**src/rtl/key_pkg.sv**
```systemverilog
// Shared types and defaults for the keypoint hit controller: keypoint record,
// controller state encoding and a saturating counter helper.
package key_pkg;

  localparam int unsigned DEF_IMG_W   = 640;
  localparam int unsigned DEF_IMG_H   = 480;
  localparam int unsigned DEF_COL_DLY = 15;
  localparam int unsigned DEF_ROW_DLY = 15;

  typedef struct packed {
    logic [11:0] sin;
    logic [11:0] cos;
    logic [9:0]  x;
    logic [9:0]  y;
    logic [7:0]  score;
  } keypoint_t;

  localparam int unsigned KEY_W = $bits(keypoint_t);

  typedef enum logic [1:0] {
    ST_IDLE  = 2'd0,
    ST_SCAN  = 2'd1,
    ST_FLUSH = 2'd2
  } hit_state_e;

  function automatic logic [15:0] sat_inc16(input logic [15:0] value);
    logic [15:0] result;
    if (value == 16'hFFFF) begin
      result = value;
    end else begin
      result = value + 16'd1;
    end
    return result;
  endfunction

endpackage

```
**src/rtl/key_target_cmp.sv**
```systemverilog
// Window-complete target of the head keypoint and its relation to the
// current raster position. Purely combinational.
module key_target_cmp #(
  parameter int unsigned IMG_W   = 640,
  parameter int unsigned IMG_H   = 480,
  parameter int unsigned COL_DLY = 15,
  parameter int unsigned ROW_DLY = 15
) (
  input  logic [9:0]  key_x,
  input  logic [9:0]  key_y,
  input  logic [10:0] cx,
  input  logic [10:0] cy,
  output logic        match,
  output logic        stale,
  output logic        outside
);

  logic [10:0] tx_s;
  logic [10:0] ty_s;

  // 11-bit sums cannot overflow for 10-bit coordinates and small delays
  assign tx_s = {1'b0, key_x} + 11'(COL_DLY);
  assign ty_s = {1'b0, key_y} + 11'(ROW_DLY);

  assign match   = (tx_s == cx) && (ty_s == cy);
  assign stale   = (ty_s < cy) || ((ty_s == cy) && (tx_s < cx));
  assign outside = (tx_s >= 11'(IMG_W)) || (ty_s >= 11'(IMG_H));

endmodule

```
**src/rtl/key_hit_ctrl.sv**
```systemverilog
// Pops head keypoints from the keypoint buffer when their BRIEF window
// completes in the pixel stream, and drops keypoints that can no longer match.
module key_hit_ctrl
  import key_pkg::*;
#(
  parameter int unsigned IMG_W   = DEF_IMG_W,
  parameter int unsigned IMG_H   = DEF_IMG_H,
  parameter int unsigned COL_DLY = DEF_COL_DLY,
  parameter int unsigned ROW_DLY = DEF_ROW_DLY
) (
  input  logic        i_clk,
  input  logic        i_rst_n,
  input  logic        i_valid,
  input  logic        i_sof,
  input  logic [11:0] i_key_sin,
  input  logic [11:0] i_key_cos,
  input  logic [9:0]  i_key_coor_x,
  input  logic [9:0]  i_key_coor_y,
  input  logic [7:0]  i_key_score,
  output logic        o_hit,
  output logic        o_valid,
  output logic [11:0] o_sin,
  output logic [11:0] o_cos,
  output logic [9:0]  o_coor_x,
  output logic [9:0]  o_coor_y,
  output logic [7:0]  o_score,
  output logic [15:0] o_drop_cnt,
  output logic        o_frame_done
);

  localparam logic [10:0] LAST_X = 11'(IMG_W - 1);
  localparam logic [10:0] LAST_Y = 11'(IMG_H - 1);

  hit_state_e  state_r;
  hit_state_e  state_nxt_s;
  logic [10:0] cx_r;
  logic [10:0] cy_r;
  logic [10:0] cx_nxt_s;
  logic [10:0] cy_nxt_s;
  logic [10:0] eval_cx_s;
  logic [10:0] eval_cy_s;
  logic        eval_s;
  logic        clear_drop_s;
  logic        flush_drop_s;
  logic        frame_done_s;
  logic        head_valid_s;
  logic        match_s;
  logic        stale_s;
  logic        outside_s;
  logic        capture_s;
  logic        drop_s;
  keypoint_t   head_s;
  keypoint_t   key_r;
  logic        valid_r;
  logic [15:0] drop_cnt_r;

  assign head_s = '{sin: i_key_sin, cos: i_key_cos, x: i_key_coor_x,
                    y: i_key_coor_y, score: i_key_score};
  assign head_valid_s = (i_key_score != 8'd0);

  // the start-of-frame pixel is evaluated as (0,0) while still in IDLE
  assign eval_cx_s = (state_r == ST_IDLE) ? 11'd0 : cx_r;
  assign eval_cy_s = (state_r == ST_IDLE) ? 11'd0 : cy_r;

  key_target_cmp #(
    .IMG_W  (IMG_W),
    .IMG_H  (IMG_H),
    .COL_DLY(COL_DLY),
    .ROW_DLY(ROW_DLY)
  ) u_cmp (
    .key_x  (i_key_coor_x),
    .key_y  (i_key_coor_y),
    .cx     (eval_cx_s),
    .cy     (eval_cy_s),
    .match  (match_s),
    .stale  (stale_s),
    .outside(outside_s)
  );

  // next state, pixel evaluation and raster advance
  always_comb begin
    state_nxt_s  = state_r;
    cx_nxt_s     = cx_r;
    cy_nxt_s     = cy_r;
    eval_s       = 1'b0;
    clear_drop_s = 1'b0;
    flush_drop_s = 1'b0;
    frame_done_s = 1'b0;
    case (state_r)
      ST_IDLE: begin
        if (i_valid && i_sof) begin
          eval_s       = 1'b1;
          clear_drop_s = 1'b1;
          state_nxt_s  = ST_SCAN;
        end else begin
          state_nxt_s  = ST_IDLE;
        end
      end
      ST_SCAN: begin
        if (i_valid) begin
          eval_s = 1'b1;
        end else begin
          eval_s = 1'b0;
        end
      end
      ST_FLUSH: begin
        if (head_valid_s) begin
          flush_drop_s = 1'b1;
        end else begin
          frame_done_s = 1'b1;
          state_nxt_s  = ST_IDLE;
        end
      end
      default: begin
        state_nxt_s = ST_IDLE;
      end
    endcase

    if (eval_s) begin
      if (eval_cx_s == LAST_X) begin
        cx_nxt_s = 11'd0;
        if (eval_cy_s == LAST_Y) begin
          cy_nxt_s    = 11'd0;
          state_nxt_s = ST_FLUSH;
        end else begin
          cy_nxt_s = eval_cy_s + 11'd1;
        end
      end else begin
        cx_nxt_s = eval_cx_s + 11'd1;
        cy_nxt_s = eval_cy_s;
      end
    end else begin
      cx_nxt_s = cx_r;
      cy_nxt_s = cy_r;
    end
  end

  // an out-of-image target can only leave the buffer as a drop
  assign capture_s = eval_s && head_valid_s && match_s && !outside_s;
  assign drop_s    = (eval_s && head_valid_s && stale_s) || flush_drop_s;

  // state and raster position
  always_ff @(posedge i_clk or negedge i_rst_n) begin
    if (!i_rst_n) begin
      state_r <= ST_IDLE;
      cx_r    <= 11'd0;
      cy_r    <= 11'd0;
    end else begin
      state_r <= state_nxt_s;
      cx_r    <= cx_nxt_s;
      cy_r    <= cy_nxt_s;
    end
  end

  // captured keypoint and its one-cycle valid pulse
  always_ff @(posedge i_clk or negedge i_rst_n) begin
    if (!i_rst_n) begin
      key_r   <= '0;
      valid_r <= 1'b0;
    end else begin
      valid_r <= capture_s;
      if (capture_s) begin
        key_r <= head_s;
      end else begin
        key_r <= key_r;
      end
    end
  end

  // per-frame saturating drop counter, cleared by the start-of-frame pixel
  always_ff @(posedge i_clk or negedge i_rst_n) begin
    if (!i_rst_n) begin
      drop_cnt_r <= 16'd0;
    end else if (clear_drop_s) begin
      drop_cnt_r <= drop_s ? 16'd1 : 16'd0;
    end else if (drop_s) begin
      drop_cnt_r <= sat_inc16(drop_cnt_r);
    end else begin
      drop_cnt_r <= drop_cnt_r;
    end
  end

  assign o_hit        = (capture_s || drop_s) && i_rst_n;
  assign o_valid      = valid_r;
  assign o_sin        = key_r.sin;
  assign o_cos        = key_r.cos;
  assign o_coor_x     = key_r.x;
  assign o_coor_y     = key_r.y;
  assign o_score      = key_r.score;
  assign o_drop_cnt   = drop_cnt_r;
  assign o_frame_done = frame_done_s;

endmodule

```
**config.mk**
```make
export PLATFORM = sky130hd
export DESIGN_NAME = key_hit_ctrl
export DESIGN_NICKNAME = d
export VERILOG_FILES = /design/src/rtl/key_pkg.sv /design/src/rtl/key_target_cmp.sv /design/src/rtl/key_hit_ctrl.sv
export SDC_FILE = /design/constraint.sdc
export NUM_CORES = 1
export LEC_CHECK = 0
export CAP_MARGIN = 30
export CELL_PAD_IN_SITES_DETAIL_PLACEMENT = 2
export CELL_PAD_IN_SITES_GLOBAL_PLACEMENT = 2
export CORE_AREA = 2 2 165 103
export DETAILED_ROUTE_END_ITERATION = 7
export DIE_AREA = 0 0 167 105
export PLACE_DENSITY = 0.91
export SLEW_MARGIN = 10
export SYNTH_ARGS = -nofsm -noshare
export SYNTH_HDL_FRONTEND = slang
export SYNTH_SLANG_ARGS = --single-unit
```
**constraint.sdc**
```tcl
create_clock -name i_clk -period 9.4 [get_ports i_clk]
set_clock_uncertainty 0.1 [all_clocks]
set_input_delay 1.88 -clock i_clk [delete_from_list [all_inputs] [get_ports i_clk]]
set_output_delay 1.88 -clock i_clk [all_outputs]
set_load 0.1 [all_outputs]
```
==> results by group, run 1 <==
Outcome
  – Outcome: finished, final reports clean

GRT
  – First-pass GRT wire length: between 30000 and 40000 um
  – Vias in the first global route: 5472
  – Largest net degree at the start of global routing: 51
  – Total GRT Usage: 0.266
  – Initial antenna violation count: 1
  – Total grt overflow: 0

Floorplanning
  – Die Ht: 105 um
  – Io pins: 127
  – Num rows: 36
  – Die width: about 170 um
  – Starting Density: 0.336
  – Die footprint: 17500 um2
  – Core Area: about 16000 um2

Hold path
  – Hold Startpoint: cy_r[1]
  – Worst Hold Path EP: cy_r[1]
  – Hold Path Class: register to register
  – Cell depth of the worst min-delay path: 2

Place
  – Port Buffers: approximately 130
  – Gpl congestion: 0.873
  – Dpl hpwl: 15000 um

Setup path
  – CP max FO: 4
  – Critical Path End Type: primary output
  – Critical Path RT: 7.42 ns
  – Worst R2R End: o_drop_cnt[15]
  – R2R Setup Slk: 5.03 ns
  – Worst flop-to-flop path startpoint: state_r[1]
  – Crit path arrival time: around 6.7 ns
  – Startpoint types: primary input
  – R2r worst-path depth: 11
  – Type of the worst setup path: primary input to primary output

Synthesis
  – Syn_nets: 601
  – Ys Warns: 0
  – Synth unique cells: 58
  – Syn avg cell area: 10.3 um2
  – Cells after synthesis: 518
  – Post-synth EDFFs: 0
  – Post-Syn Area: 5340 um2
  – Primary FF master, synth: dfrtp_1
  – Yosys reg bits: 93
  – Sequential fraction of the synthesis area: 0.436
  – Synth async-reset ratio: 1.00

Power
  – Power Total: 1090 uW
  – Combinational cell fraction of total power: 0.234
  – P_int: 708 uW
  – Switching share of power: 0.348
  – P per Cell Area: ~150 nW/um2
  – Net Sw Power: 379 uW
  – Seq pwr share: 0.411
  – Clock Power Share: 0.355
  – Worst VDD drop: 0.0941 mV
  – Leakage: 0.00320 uW

Drt
  – DRC: 0
  – Total iterations of the first detailed-routing run: 5
  – Drt via density: 5.71
  – Initial detailed-routing violation count: around 270
  – WL final: around 23000 um
  – Routed Antenna Nets: 0
  – Post-DR wirelength/cell: about 27 um
  – DR vias: 4873

Timing
  – Final Cycle Share: 0.921
  – RSZ-0062 raised after global routing: false
  – Tightest Pin Transition: roughly 1 ns
  – Minimum clock period: 8.65 ns
  – Final Setup Violations: 0
  – Final Max Slew Viols: 0
  – Fmax: 116 MHz
  – Slew margin rel.: 0.313
  – Fin. Hold Viols: 0
  – TNS Setup: 0 ns

Clock tree
  – CTS root buf: clkbuf_16
  – CTS tree: yes
  – Clk sinks: 93
  – Post-CTS Setup Bufs: 0
  – Post_cts resized: 0
  – Latest clock arrival within the worst-skew pair: 0.37 ns
  – Clk slew on worst S/H paths: ~0.060 ns
  – Htree depth: 3
  – Hold buffers post-CTS: 0
  – Longest Clk Path Bufs: 2
  – TritonCTS buffer count: 9

Final layout
  – Layout cells sized above 1: 0.127
  – Area Overhead vs Synth: 33.0%
  – Fin util: 0.447
  – Nets@finish: 723
  – N_diodes: 0
  – Commonest non-fill, non-tap cells in the layout: 125 x clkdlybuf4s50_1, 93 x dfrtp_1, 73 x nand2_1, 32 x mux2_4, 29 x nor2_1
  – Commonest non-fill, non-tap cell in the layout: clkdlybuf4s50_1

Job
  – Max cap viols: 0
synthesized netlist by cell type, types with 12 or more instances:
master | instances | area, um2
a21oi_1 | 16 | 80.1
xnor2_1 | 20 | 175
nand2_1 | 73 | 274
mux2_2 | 16 | 180
ha_1 | 27 | 338
nand3_1 | 23 | 115
o21ai_0 | 28 | 140
inv_1 | 14 | 52.6
mux2_4 | 32 | 480
and3_1 | 12 | 75.1
nor2_1 | 29 | 109
dfrtp_1 | 93 | 2330
power by group through the flow:
stage                     combinational, uW  sequential (uW)  clock (uW)
final                                   254              446         386
after global routing                    269              449         404
after CTS                               252              445         391
after detailed placement                239              451           0
after global placement                  220              449           0
after floorplan                        95.2              495           0
layout make-up:
class | instances | area [um2]
clock buffers | 9 | 225
clock inverters | 7 | 73.8
fillers | 1588 | 8790
inverters | 15 | 56.3
multi-input cells | 390 | 2850
flip-flops and latches | 93 | 2330
well taps | 209 | 262
repair buffers | 131 | 1320
kinds of logic (layout without fill, tap and decap cells):
| group | Yosys count | count (layout) | share of synthesized area |
|---|---|---|---|
| compound gates | 93 | 93 | 0.116 |
| xor+xnor | 27 | 27 | 0.0443 |
| fa+ha+maj | 27 | 27 | 0.0632 |
| buf+inv | 35 | 162 | 0.0316 |
| flops | 93 | 93 | 0.436 |
| mux | 49 | 49 | 0.126 |
| simple gates | 194 | 194 | 0.184 |
sequential cells by signal (all words and copies together) (netlist names):
name and cells:
o_drop_cnt 16, o_cos 12, o_sin 12, cx_r 11
cy_r 11, o_coor_x 10, o_coor_y 10, o_score 8
state_r 2, o_valid 1
per-layer routing:
metal,track usage,vias to the layer above,wire [um]
met5,0,-,13
met4,0.0954,2,652
met3,0.0629,51,1300
met2,0.461,184,11500
met1,0.323,2528,9650
li1,-,2108,-
worst max path at each step:
stage | from | to | slack (ns) | cells past startpoint
floorplan | i_key_coor_y[3] | o_hit | 2.61 | 11
global placement | i_key_coor_y[2] | o_hit | 1.34 | 13
detailed placement | i_key_coor_y[2] | o_hit | 1.12 | 13
CTS | i_key_coor_x[0] | o_hit | 0.79 | 12
global route | i_key_coor_x[0] | o_hit | 0.59 | 13
finish | i_key_coor_x[0] | o_hit | 0.75 | 12
metrics by stage:
step           hold WS [ns]  std cells  setup slack (ns)  area (um2)
4_1_cts               0.412        853             0.789        7080
3_3_place_gp          0.386        837              1.34        6780
2_1_floorplan         0.363        518              2.61        5340
3_5_place_dp          0.393        837              1.12        6780
6_report              0.413        854             0.746        7110
5_1_grt               0.441        854             0.591        7110
worst max-delay path: stages:
cell	delay (ns)
clkdlybuf4s50_1	0.53
inv_1	0.16
ha_1	0.22
nor3b_1	0.64
and4b_1	0.35
ha_1	0.37
nand4_1	0.17
or4_4	0.57
nor3_1	0.20
and4_1	0.27
o21a_1	0.16
clkdlybuf4s50_1	1.14
Note: power is estimated with default switching activity, not from simulation.
==> run 2, diff against run 1 <==
Settings changed: ABC_CLOCK_PERIOD_IN_PS set to 9400.
==> results of run 2 <==
Final layout, timing and power as in run 1 (identical DEF).
==> run 3, diff against run 2 <==
Settings changed: SETUP_SLACK_MARGIN set to 0.1.
==> results of run 3 <==
Final layout, timing and power as in run 1 (identical DEF).
==> RTL change: new RTL, flow settings as in run 3 <==
Put a register stage on the outputs `o_hit`, `o_sin`, `o_cos`, `o_coor_x`, `o_coor_y`, `o_score` and `o_frame_done`, without a reset. The values now appear one clock later. The other outputs are not delayed to match.
--- a/src/rtl/key_hit_ctrl.sv
+++ b/src/rtl/key_hit_ctrl.sv
@@ -181,13 +181,15 @@
   end
 
-  assign o_hit        = (capture_s || drop_s) && i_rst_n;
   assign o_valid      = valid_r;
-  assign o_sin        = key_r.sin;
-  assign o_cos        = key_r.cos;
-  assign o_coor_x     = key_r.x;
-  assign o_coor_y     = key_r.y;
-  assign o_score      = key_r.score;
   assign o_drop_cnt   = drop_cnt_r;
-  assign o_frame_done = frame_done_s;
+  always_ff @(posedge i_clk) begin
+    o_hit        <= (capture_s || drop_s) && i_rst_n;
+    o_sin        <= key_r.sin;
+    o_cos        <= key_r.cos;
+    o_coor_x     <= key_r.x;
+    o_coor_y     <= key_r.y;
+    o_score      <= key_r.score;
+    o_frame_done <= frame_done_s;
+  end
 
 endmodule
Check against the original RTL: same outputs for any inputs over 10 cycles, from zero or initial values and one cycle with i_rst_n low; that may be too few to reach the edited logic, so the function may still have changed.
==> RTL change against run 3 <==
- routed wire length increased by 28%
- sequential share of layout area grew 7.1 points
- sequential cell count grew 54
- largest power group is now the clock network
- utilization is 9.1 points higher
- power grew 62%
- critical endpoint is now o_drop_cnt[13]
- register-to-register slack worse by 0.05 ns
- area after synthesis rose by 21%
- cell area grew 20%
- setup slack improved by 2.4 ns
==> RTL change: results (changes against run 3) <==
| Metric | Value |
|---|---|
| Outcome | complete, no violations |
| Reg2reg setup slack | 4.98 ns (-0.05 ns) |
| Clock network power | 0.000772 W (+100%) |
| CP max stage delay | 0.57 ns (-0.57 ns) |
| Post-CTS resize count | 0 (unchanged) |
| Worst Setup EP | o_drop_cnt[13] |
| Hpwl dp | 18090 um (+20%) |
| Initial DRC Count | 470 (+73%) |
| CTS clk-pin slew, worst paths | 0.07 ns |
| Largest net degree at the start of global routing | 51 (unchanged) |
| Max reg flops | 52 (+36) |
| Leak Pwr | 3.816 nW (+19%) |
| Slowest stage cell on the critical path | clkdlybuf4s50_1 |
| PortBufs | 126 (unchanged) |
| Pre-antenna DRT Iters | 5 (unchanged) |
| Worst Setup SP | i_key_coor_y[0] |
| Global-route wire length before repair | 44550 um (+26%) |
| Ys flop type | dfrtp_1 |
| CP Max Fanout | 11 (+7) |
| Cell Int Power | 0.001186 W (+68%) |
| Unique masters post-synth | 60 (+3.4%) |
| DP Cell Count | 889 (+6.2%) |
| All-layer global routing usage | 34.80% (+8.2 points) |
| Routed WL | 29420 um (+28%) |
| Top post-synthesis cells by count | 93 x dfrtp_1, 73 x nand2_1, 54 x dfxtp_1 |
| Share of layout cells above drive strength 1 | 12.90% (+0.19 points) |
| Initial antenna violation count | 1 (unchanged) |
| Syn_nets | 654 (+8.8%) |
| Post-synth ARST share | 63.27% (-37 points) |
| Number of diodes | 0 (unchanged) |
| Filler cells | 1524 (-4.0%) |
| Sequential fraction of the synthesis area | 52.69% (+9.1 points) |
| Clock buffer depth | 2 (unchanged) |
| R2R depth | 11 (unchanged) |
| Peak supply drop | 203.8 uV (+120%) |
| Hold Path End | o_coor_y[1] |
| Setup repair bufs after CTS | 0 (unchanged) |
| Hold path depth | 0 (-2) |
| Delay-heaviest family, CP | compound AO/OA/AOI/OAI gates |
| Synth Warn # | 0 (unchanged) |
| Crit path DAT | 6.51 ns (-0.16 ns) |
| CTS tree | done |
| Vias | 5571 (+14%) |
| Worst slew margin | 30.16% (-1.2 points) |
| Placement Setup Slack | 2.618 ns (+1.501 ns) |
| Hold_sp | key_r[9] |
| Vias per cell | 6.042 (+5.9%) |
| CTS Root Cell | clkbuf_16 |
| Largest cells by area after synthesis | dfrtp_1 36%, dfxtp_1 17%, mux2_4 10%, ha_1 5.2%, nand2_1 4.2% |
| Fin nets | 783 (+8.3%) |
| Max Clk Rate | 159.0 MHz (+38%) |
| H-tree depth | 4 (+1) |
| Seq group | 0.000683 W (+53%) |
| Gate Count Post-Synth | 571 (+10%) |
| Gpl congestion | 0.8119 (-7.0%) |
| Clk_lat worst skew | 0.45 ns (+0.08 ns) |
| Number of global-route vias before repair | 6265 (+14%) |
| Total CTS buffers | 17 (+8) |
[RTL change: cell count changes in the layout (fill, tap and decap cells not counted), moves of 5 or more]
cell / change
clkbuf_16: +9
dfxtp_1: +54
mux2_1: +8
mux2_2: -16
mux2_4: +13
nand4_1: +6
o21ai_0: -5
o21ai_1: +6
xnor2_1: -6
[RTL change: layout make-up]
type,instances,area [um^2],area share (%)
Sequential cell,147,3408,39.87
Multi-Input combinational cell,394,2907,34.00
Timing Repair Buffer,129,1294,15.13
Clock buffer,19,454.2,5.312
Tap cell,209,261.5,3.059
Clock inverter,13,183.9,2.151
Inverter,11,41.29,0.4830
[RTL change: through the flow]
| step | area, um^2 | total power [W] | utilization [%] | hold WS, ns |
|---|---|---|---|---|
| after CTS | 8542 | 0.001758 | 53.72 | 0.2730 |
| after global placement | 7884 | 0.0009397 | 49.58 | 0.2476 |
| final | 8549 | 0.001756 | 53.77 | 0.2786 |
| after detailed placement | 7904 | 0.0009692 | 49.71 | 0.2586 |
| after floorplan | 6469 | 0.0008530 | - | 0.2436 |
| after global routing | 8549 | 0.001805 | 53.77 | 0.2865 |
[RTL change: metal layers]
layer | track usage (%) | wire [um] | up-vias
met3 | 10.72 | 2118 | 81
met5 | 0 | 0 | -
met2 | 56.64 | 14040 | 277
met4 | 15.09 | 1210 | 0
met1 | 42.78 | 12060 | 2913
li1 | - | - | 2300
[RTL change: logic make-up after synthesis]
| group | count (synthesis) | synth area share (%) |
|---|---|---|
| and+or+nand+nor | 200 | 15.57 |
| xor gates and xnor gates | 22 | 2.979 |
| muxes | 55 | 12.15 |
| AOI/OAI and AO/OA | 90 | 9.014 |
| buffers and inverters | 30 | 2.379 |
| adders and majority gates | 27 | 5.222 |
| DFF | 147 | 52.69 |
